==> src/rtl/reset_seq_pkg.sv <==
// Shared types for the reset sequencer: FSM states, reset cause codes
// and a saturating counter helper.
package reset_seq_pkg;

    typedef enum logic [1:0] {
        HOLD    = 2'd0,
        RUN     = 2'd1,
        WAITREL = 2'd2
    } state_t;

    typedef logic [1:0] cause_t;

    localparam cause_t CAUSE_POR = 2'b00;
    localparam cause_t CAUSE_BTN = 2'b01;
    localparam cause_t CAUSE_SW  = 2'b10;
    localparam cause_t CAUSE_WDT = 2'b11;

    function automatic logic [7:0] sat_inc8(input logic [7:0] v);
        return (v == 8'hFF) ? v : v + 8'd1;
    endfunction

endpackage

==> src/rtl/reset_seq_debounce.sv <==
// Board reset button synchroniser and debouncer; emits single-cycle
// press/release pulses on the cycle the debounced level flips.
module reset_seq_debounce
    import reset_seq_pkg::*;
#(
    parameter int DEBOUNCE_CYCLES = 1000000,
    parameter int CNT_W           = 24
) (
    input  logic clk,
    input  logic nres,
    input  logic btn_resn,
    output logic btn_press,
    output logic btn_release
);

    logic             sync1;
    logic             sync2;
    logic             db_state;
    logic [CNT_W-1:0] db_cnt;
    logic             db_flip;

    // Flip is combinational so the FSM acts on the same edge as the toggle.
    assign db_flip = (sync2 != db_state) &&
                     (db_cnt == CNT_W'(DEBOUNCE_CYCLES - 1));

    assign btn_press   = db_flip & db_state;
    assign btn_release = db_flip & ~db_state;

    always_ff @(posedge clk or negedge nres) begin
        if (!nres) begin
            sync1    <= 1'b1;
            sync2    <= 1'b1;
            db_state <= 1'b1;
            db_cnt   <= '0;
        end else begin
            sync1 <= btn_resn;
            sync2 <= sync1;
            if (sync2 == db_state) begin
                db_cnt <= '0;
            end else if (db_flip) begin
                db_state <= ~db_state;
                db_cnt   <= '0;
            end else begin
                db_cnt <= db_cnt + 1'b1;
            end
        end
    end

endmodule

==> src/rtl/reset_seq.sv <==
// Reset sequencer for the Propeller core: POR stretch, button, software
// reboot and watchdog (watchdog only when RESET_SEQ_WDT_EN is defined).
module reset_seq
    import reset_seq_pkg::*;
#(
    parameter int HOLD_CYCLES     = 16,
    parameter int DEBOUNCE_CYCLES = 1000000,
    parameter int CNT_W           = 24,
    parameter int WDT_CYCLES      = 16777215
) (
    input  logic       clk,
    input  logic       nres,
    input  logic       btn_resn,
    input  logic       cfg_reboot,
    input  logic       wdt_kick,
    output logic       core_nres,
    output logic [1:0] rst_cause,
    output logic [7:0] rst_count
);

    state_t           state;
    state_t           state_n;
    logic [CNT_W-1:0] hold_cnt;
    logic [CNT_W-1:0] hold_cnt_n;
    cause_t           cause_n;
    logic [7:0]       count_n;
    logic             cfg_q;
    logic             cfg_rise;
    logic             btn_press;
    logic             btn_release;
    logic             wdt_timeout;

    reset_seq_debounce #(
        .DEBOUNCE_CYCLES(DEBOUNCE_CYCLES),
        .CNT_W          (CNT_W)
    ) u_debounce (
        .clk        (clk),
        .nres       (nres),
        .btn_resn   (btn_resn),
        .btn_press  (btn_press),
        .btn_release(btn_release)
    );

    assign cfg_rise = cfg_reboot & ~cfg_q;

`ifdef RESET_SEQ_WDT_EN
    logic             wdt_armed;
    logic             wdt_armed_n;
    logic [CNT_W-1:0] wdt_cnt;
    logic [CNT_W-1:0] wdt_cnt_n;

    assign wdt_timeout = wdt_armed && !wdt_kick &&
                         (wdt_cnt == CNT_W'(WDT_CYCLES - 1));

    always_comb begin
        wdt_armed_n = 1'b0;
        wdt_cnt_n   = '0;
        if (state == RUN) begin
            if (wdt_kick) begin
                wdt_armed_n = 1'b1;
            end else if (wdt_armed) begin
                wdt_armed_n = 1'b1;
                wdt_cnt_n   = wdt_cnt + 1'b1;
            end
        end
    end

    always_ff @(posedge clk or negedge nres) begin
        if (!nres) begin
            wdt_armed <= 1'b0;
            wdt_cnt   <= '0;
        end else begin
            wdt_armed <= wdt_armed_n;
            wdt_cnt   <= wdt_cnt_n;
        end
    end
`else
    logic unused_wdt;

    assign wdt_timeout = 1'b0;
    assign unused_wdt  = wdt_kick & (WDT_CYCLES != 0);
`endif

    always_comb begin
        state_n    = state;
        hold_cnt_n = hold_cnt;
        cause_n    = rst_cause;
        count_n    = rst_count;
        unique case (state)
            HOLD: begin
                if (btn_press) begin
                    state_n    = WAITREL;
                    hold_cnt_n = '0;
                    cause_n    = CAUSE_BTN;
                    count_n    = sat_inc8(rst_count);
                end else if (hold_cnt == CNT_W'(HOLD_CYCLES - 1)) begin
                    state_n    = RUN;
                    hold_cnt_n = '0;
                end else begin
                    hold_cnt_n = hold_cnt + 1'b1;
                end
            end
            RUN: begin
                hold_cnt_n = '0;
                if (btn_press) begin
                    state_n = WAITREL;
                    cause_n = CAUSE_BTN;
                    count_n = sat_inc8(rst_count);
                end else if (cfg_rise) begin
                    state_n = HOLD;
                    cause_n = CAUSE_SW;
                    count_n = sat_inc8(rst_count);
                end else if (wdt_timeout) begin
                    state_n = HOLD;
                    cause_n = CAUSE_WDT;
                    count_n = sat_inc8(rst_count);
                end
            end
            WAITREL: begin
                hold_cnt_n = '0;
                if (btn_release) begin
                    state_n = HOLD;
                end
            end
            default: begin
                state_n    = HOLD;
                hold_cnt_n = '0;
            end
        endcase
    end

    always_ff @(posedge clk or negedge nres) begin
        if (!nres) begin
            state     <= HOLD;
            hold_cnt  <= '0;
            core_nres <= 1'b0;
            rst_cause <= CAUSE_POR;
            rst_count <= 8'd0;
            cfg_q     <= 1'b0;
        end else begin
            state     <= state_n;
            hold_cnt  <= hold_cnt_n;
            core_nres <= (state_n == RUN);
            rst_cause <= cause_n;
            rst_count <= count_n;
            cfg_q     <= cfg_reboot;
        end
    end

endmodule

==> config.mk <==
export PLATFORM = sky130hd
export DESIGN_NAME = reset_seq
export DESIGN_NICKNAME = d
export VERILOG_FILES = /design/src/rtl/reset_seq_pkg.sv /design/src/rtl/reset_seq_debounce.sv /design/src/rtl/reset_seq.sv
export SDC_FILE = /design/constraint.sdc
export NUM_CORES = 1
export LEC_CHECK = 0
export ABC_AREA = 1
export ABC_CLOCK_PERIOD_IN_PS = 1900
export BUFFER_PORTS_ARGS = -buffer_cell sky130_fd_sc_hd__clkbuf_2
export CORE_MARGIN = 2
export CORE_UTILIZATION = 50
export DETAILED_ROUTE_END_ITERATION = 8
export PLACE_DENSITY = 0.67
export SYNTH_ARGS = -nofsm -noshare
export SYNTH_HDL_FRONTEND = slang
export SYNTH_SLANG_ARGS = --single-unit
==> constraint.sdc <==
create_clock -name clk -period 1.9 [get_ports clk]
set_input_delay 0.285 -clock clk [delete_from_list [all_inputs] [get_ports clk]]
set_output_delay 0.285 -clock clk [all_outputs]
set_load 0.005 [all_outputs]
==> metrics.cfg <==
[run_status]
outcome = completed

[power]
pwr_density_cell_mw_per_mm2 = 890
power.total_mw = 3.66
ir_worst_vdd_mv = 0.618
leakagePower_nw = 2.05

[detailed_routing]
drtPass1Iterations = 4
avgRoutedWirePerCell_microns = 12.4
avgViaCountPerCell = 5.13
drtAntennaViolNets = 0
drc = 0
dr.first_iter.drc_count = 211
wirelength_microns = 7650
vias = 3154

[timing]
setup_viol = 0
slew_headroom_pct = 63.5
clock_skew_ns = 0.0118
slew_viol_final = 0
worst_slew_pin_slew_ns = 0.543
rsz0062_at_grt = yes
period_minus_slack_ns = 1.77
fin_crit_sh_pct = 93.2
hold_viol = 0
fmax_mhz = 565
whs_ns = 0.0262

[clocking]
cts-root-buf = clkbuf_8
cts_tree = yes
clkSinkCount = 65
clock_latency_ns = 0.34
clk_pin_slew_ns = 0.07
clockBufferDepth = 2
cts_buffers = 9
htreeDepth = 3

[synthesis]
synth.most_common_cell = nand2_1
synth_cell_type_count = 34
synth.area.top_cells = dfrtp_1, nand2_1, nor2_1
yosysTopAreaCellShare_pct = 43.5
synth_top_area_cell = dfrtp_1
yosysWarnings = 0
yosys_register_bits = 65
synth_cells = 475
async_flop_share_pct = 100
ys_seq_area_share_pct = 45.7
synth_edf_count = 0
synthTopCellsByCount = nand2_1, nor2_1, inv_1, dfrtp_1, nand3_1
synthesis.area_sq_mm = 0.00357
ys.flop_type = dfrtp_1
syn_avg_cell_area_sq_um = 7.51
synth_nets = 483

[critical_path]
timing.rr.end = u_debounce.db_cnt[20]$_DFF_PN0_
required_ns = 2.13
r2r_slack_ns = 0.13
reg2regPathDepth = 10
critPathCaptureType = flop
cp_slowest_stage_delay_ns = 0.37
crit_top_cell = nand2_1
crit_family = simple AND/OR/NAND/NOR gates
path_class = flop to flop
crit_slowest_cell = dfrtp_1
crit-reg2reg-launch = u_debounce.db_cnt[0]$_DFF_PN0_
crit_arrival_ns = 2.00
crit_path_start_kind = flop
path_depth = 10
crit_fanout = 3
critPathBufInv = 0
crit_chain = ha_1 -> nand3_1 -> nor2_2 -> nand2_1 -> nor2_1 -> nand2_1 -> nor2_2 -> nand3_1 -> nand2_1 -> nor2_1

[min_path]
min_to = u_debounce.sync1$_DFF_PN1_
min_path_type = input pin to flop
hp-start = btn_resn
holdPathStages = 1

[placed_design]
gp_congestion = 0.886
dp.cells = 596
port_buffers = 14
hpwl_microns = 5560

[global_routing]
grt_overflow_total = 0
grtUsageMet1_pct = 32.8
grt_usage_pct = 21.5
grt_max_degree = 37
antenna_found_initial = 0
busiest_layer = met1
first_global_vias = 2874
use_met2_pct = 30.6
grt_pass1_wl_microns = 13100
use_met3_pct = 3.73

[die]
ios = 16
fp.dieW_microns = 88.5
dieArea_sq_mm = 0.00783
fp-row-count = 30
core_sq_mm = 0.00687
dieHeight_microns = 88.5
initial_core_util_pct = 51.9

[layout]
multi_input_area_sq_mm = 0.00167
n_antenna_cell = 0
utilization_pct = 59.8
register_area_sq_mm = 0.00163
drive_gt1_share_pct = 13.7
nets = 522
nFillCells = 632
final_cells = 615
syn2layout_area_growth_pct = 15.1

[job]
cap_violations = 0

## metrics by stage
step / worst slack [ns] / instance area [sq um] / setup TNS, ns
2_1_floorplan: 0.359 / 3570 / 0
3_3_place_gp: 0.0953 / 3860 / 0
3_5_place_dp: 0.0673 / 3860 / 0
4_1_cts: 0.0441 / 4070 / 0
5_1_grt: -0.0223 / 4110 / -0.0261
6_report: 0.129 / 4110 / 0
## sequential cells by signal, summed over array words and instances (netlist names), 2 cells and up
| signal | flops |
|---|---|
| rst_cause | 2 |
| state | 2 |
| u_debounce.db_cnt | 24 |
| hold_cnt | 24 |
| rst_count | 8 |
## what timing repair did
item | 4_1_cts | 5_1_grt
buffers inserted | 0 | 1
hold buffers | 1 | 0
hold endpoints to repair | 16 | 0
setup endpoints to repair | 0 | 37
resized for setup | 0 | 11
## worst max path at each step
stage	slack (ns)	start	end
4_1_cts	0.04	u_debounce.db_cnt[10]$_DFF_PN0_	rst_count[0]$_DFFE_PN0P_
6_report	0.13	u_debounce.db_cnt[0]$_DFF_PN0_	u_debounce.db_cnt[20]$_DFF_PN0_
5_1_grt	-0.02	u_debounce.db_cnt[19]$_DFF_PN0_	u_debounce.db_cnt[9]$_DFF_PN0_
3_3_place_gp	0.1	u_debounce.db_cnt[10]$_DFF_PN0_	rst_count[0]$_DFFE_PN0P_
3_5_place_dp	0.07	u_debounce.db_cnt[10]$_DFF_PN0_	rst_count[0]$_DFFE_PN0P_
2_1_floorplan	0.36	u_debounce.db_cnt[0]$_DFF_PN0_	rst_count[5]$_DFFE_PN0P_
## layout make-up
class,instances,share of cell area [%]
clock buffers,13,3.87
clock inverters,3,0.975
flip-flops and latches,65,39.7
well taps,96,2.93
multi-input cells,340,40.7
repair buffers,33,5.85
inverters,65,6.00
## report_power, final
part	switching [mW]	leakage, nW	internal (mW)
combinational	0.488	1.07	0.337
clock	0.525	0.103	0.675
sequential	0.112	0.879	1.52
total	1.12	2.05	2.53
## routing by layer
layer / vias to the layer above / wire length [microns]
li1: 1599 / -
met1: 1494 / 3960
met2: 54 / 3320
met3: 7 / 277
met4: 0 / 97
met5: - / 0
## kinds of logic (layout without fill, tap and decap cells)
kind of cell | after synthesis | count (layout) | synth area share [%]
and+or+nand+nor | 288 | 289 | 35.7
buffers and inverters | 71 | 114 | 8.38
DFF | 65 | 65 | 45.7
AOI/OAI and AO/OA | 31 | 31 | 4.77
xor gates and xnor gates | 17 | 17 | 4.38
adders and majority gates | 3 | 3 | 1.05
## worst reg2reg max path: stages (launching register included)
cell,delay [ns]
dfrtp_1,0.37
ha_1,0.20
nand3_1,0.16
nor2_2,0.17
nand2_1,0.06
nor2_1,0.17
nand2_1,0.17
nor2_2,0.17
nand3_1,0.09
nand2_1,0.07
nor2_1,0.04
## cell usage in the layout, fill, tap and decap left out, types with 5 or more instances in the layout
cell type    n
a21oi_1     15
buf_4       16
clkbuf_2    13
clkbuf_8    11
dfrtp_1     62
inv_1       62
nand2_1    104
nand3_1     43
nand4_1     18
nor2_1      79
nor2_2       8
nor3_1      22
o21ai_0     10
xnor2_1      5
xor2_1      11
(Power assumes the default switching activity.)
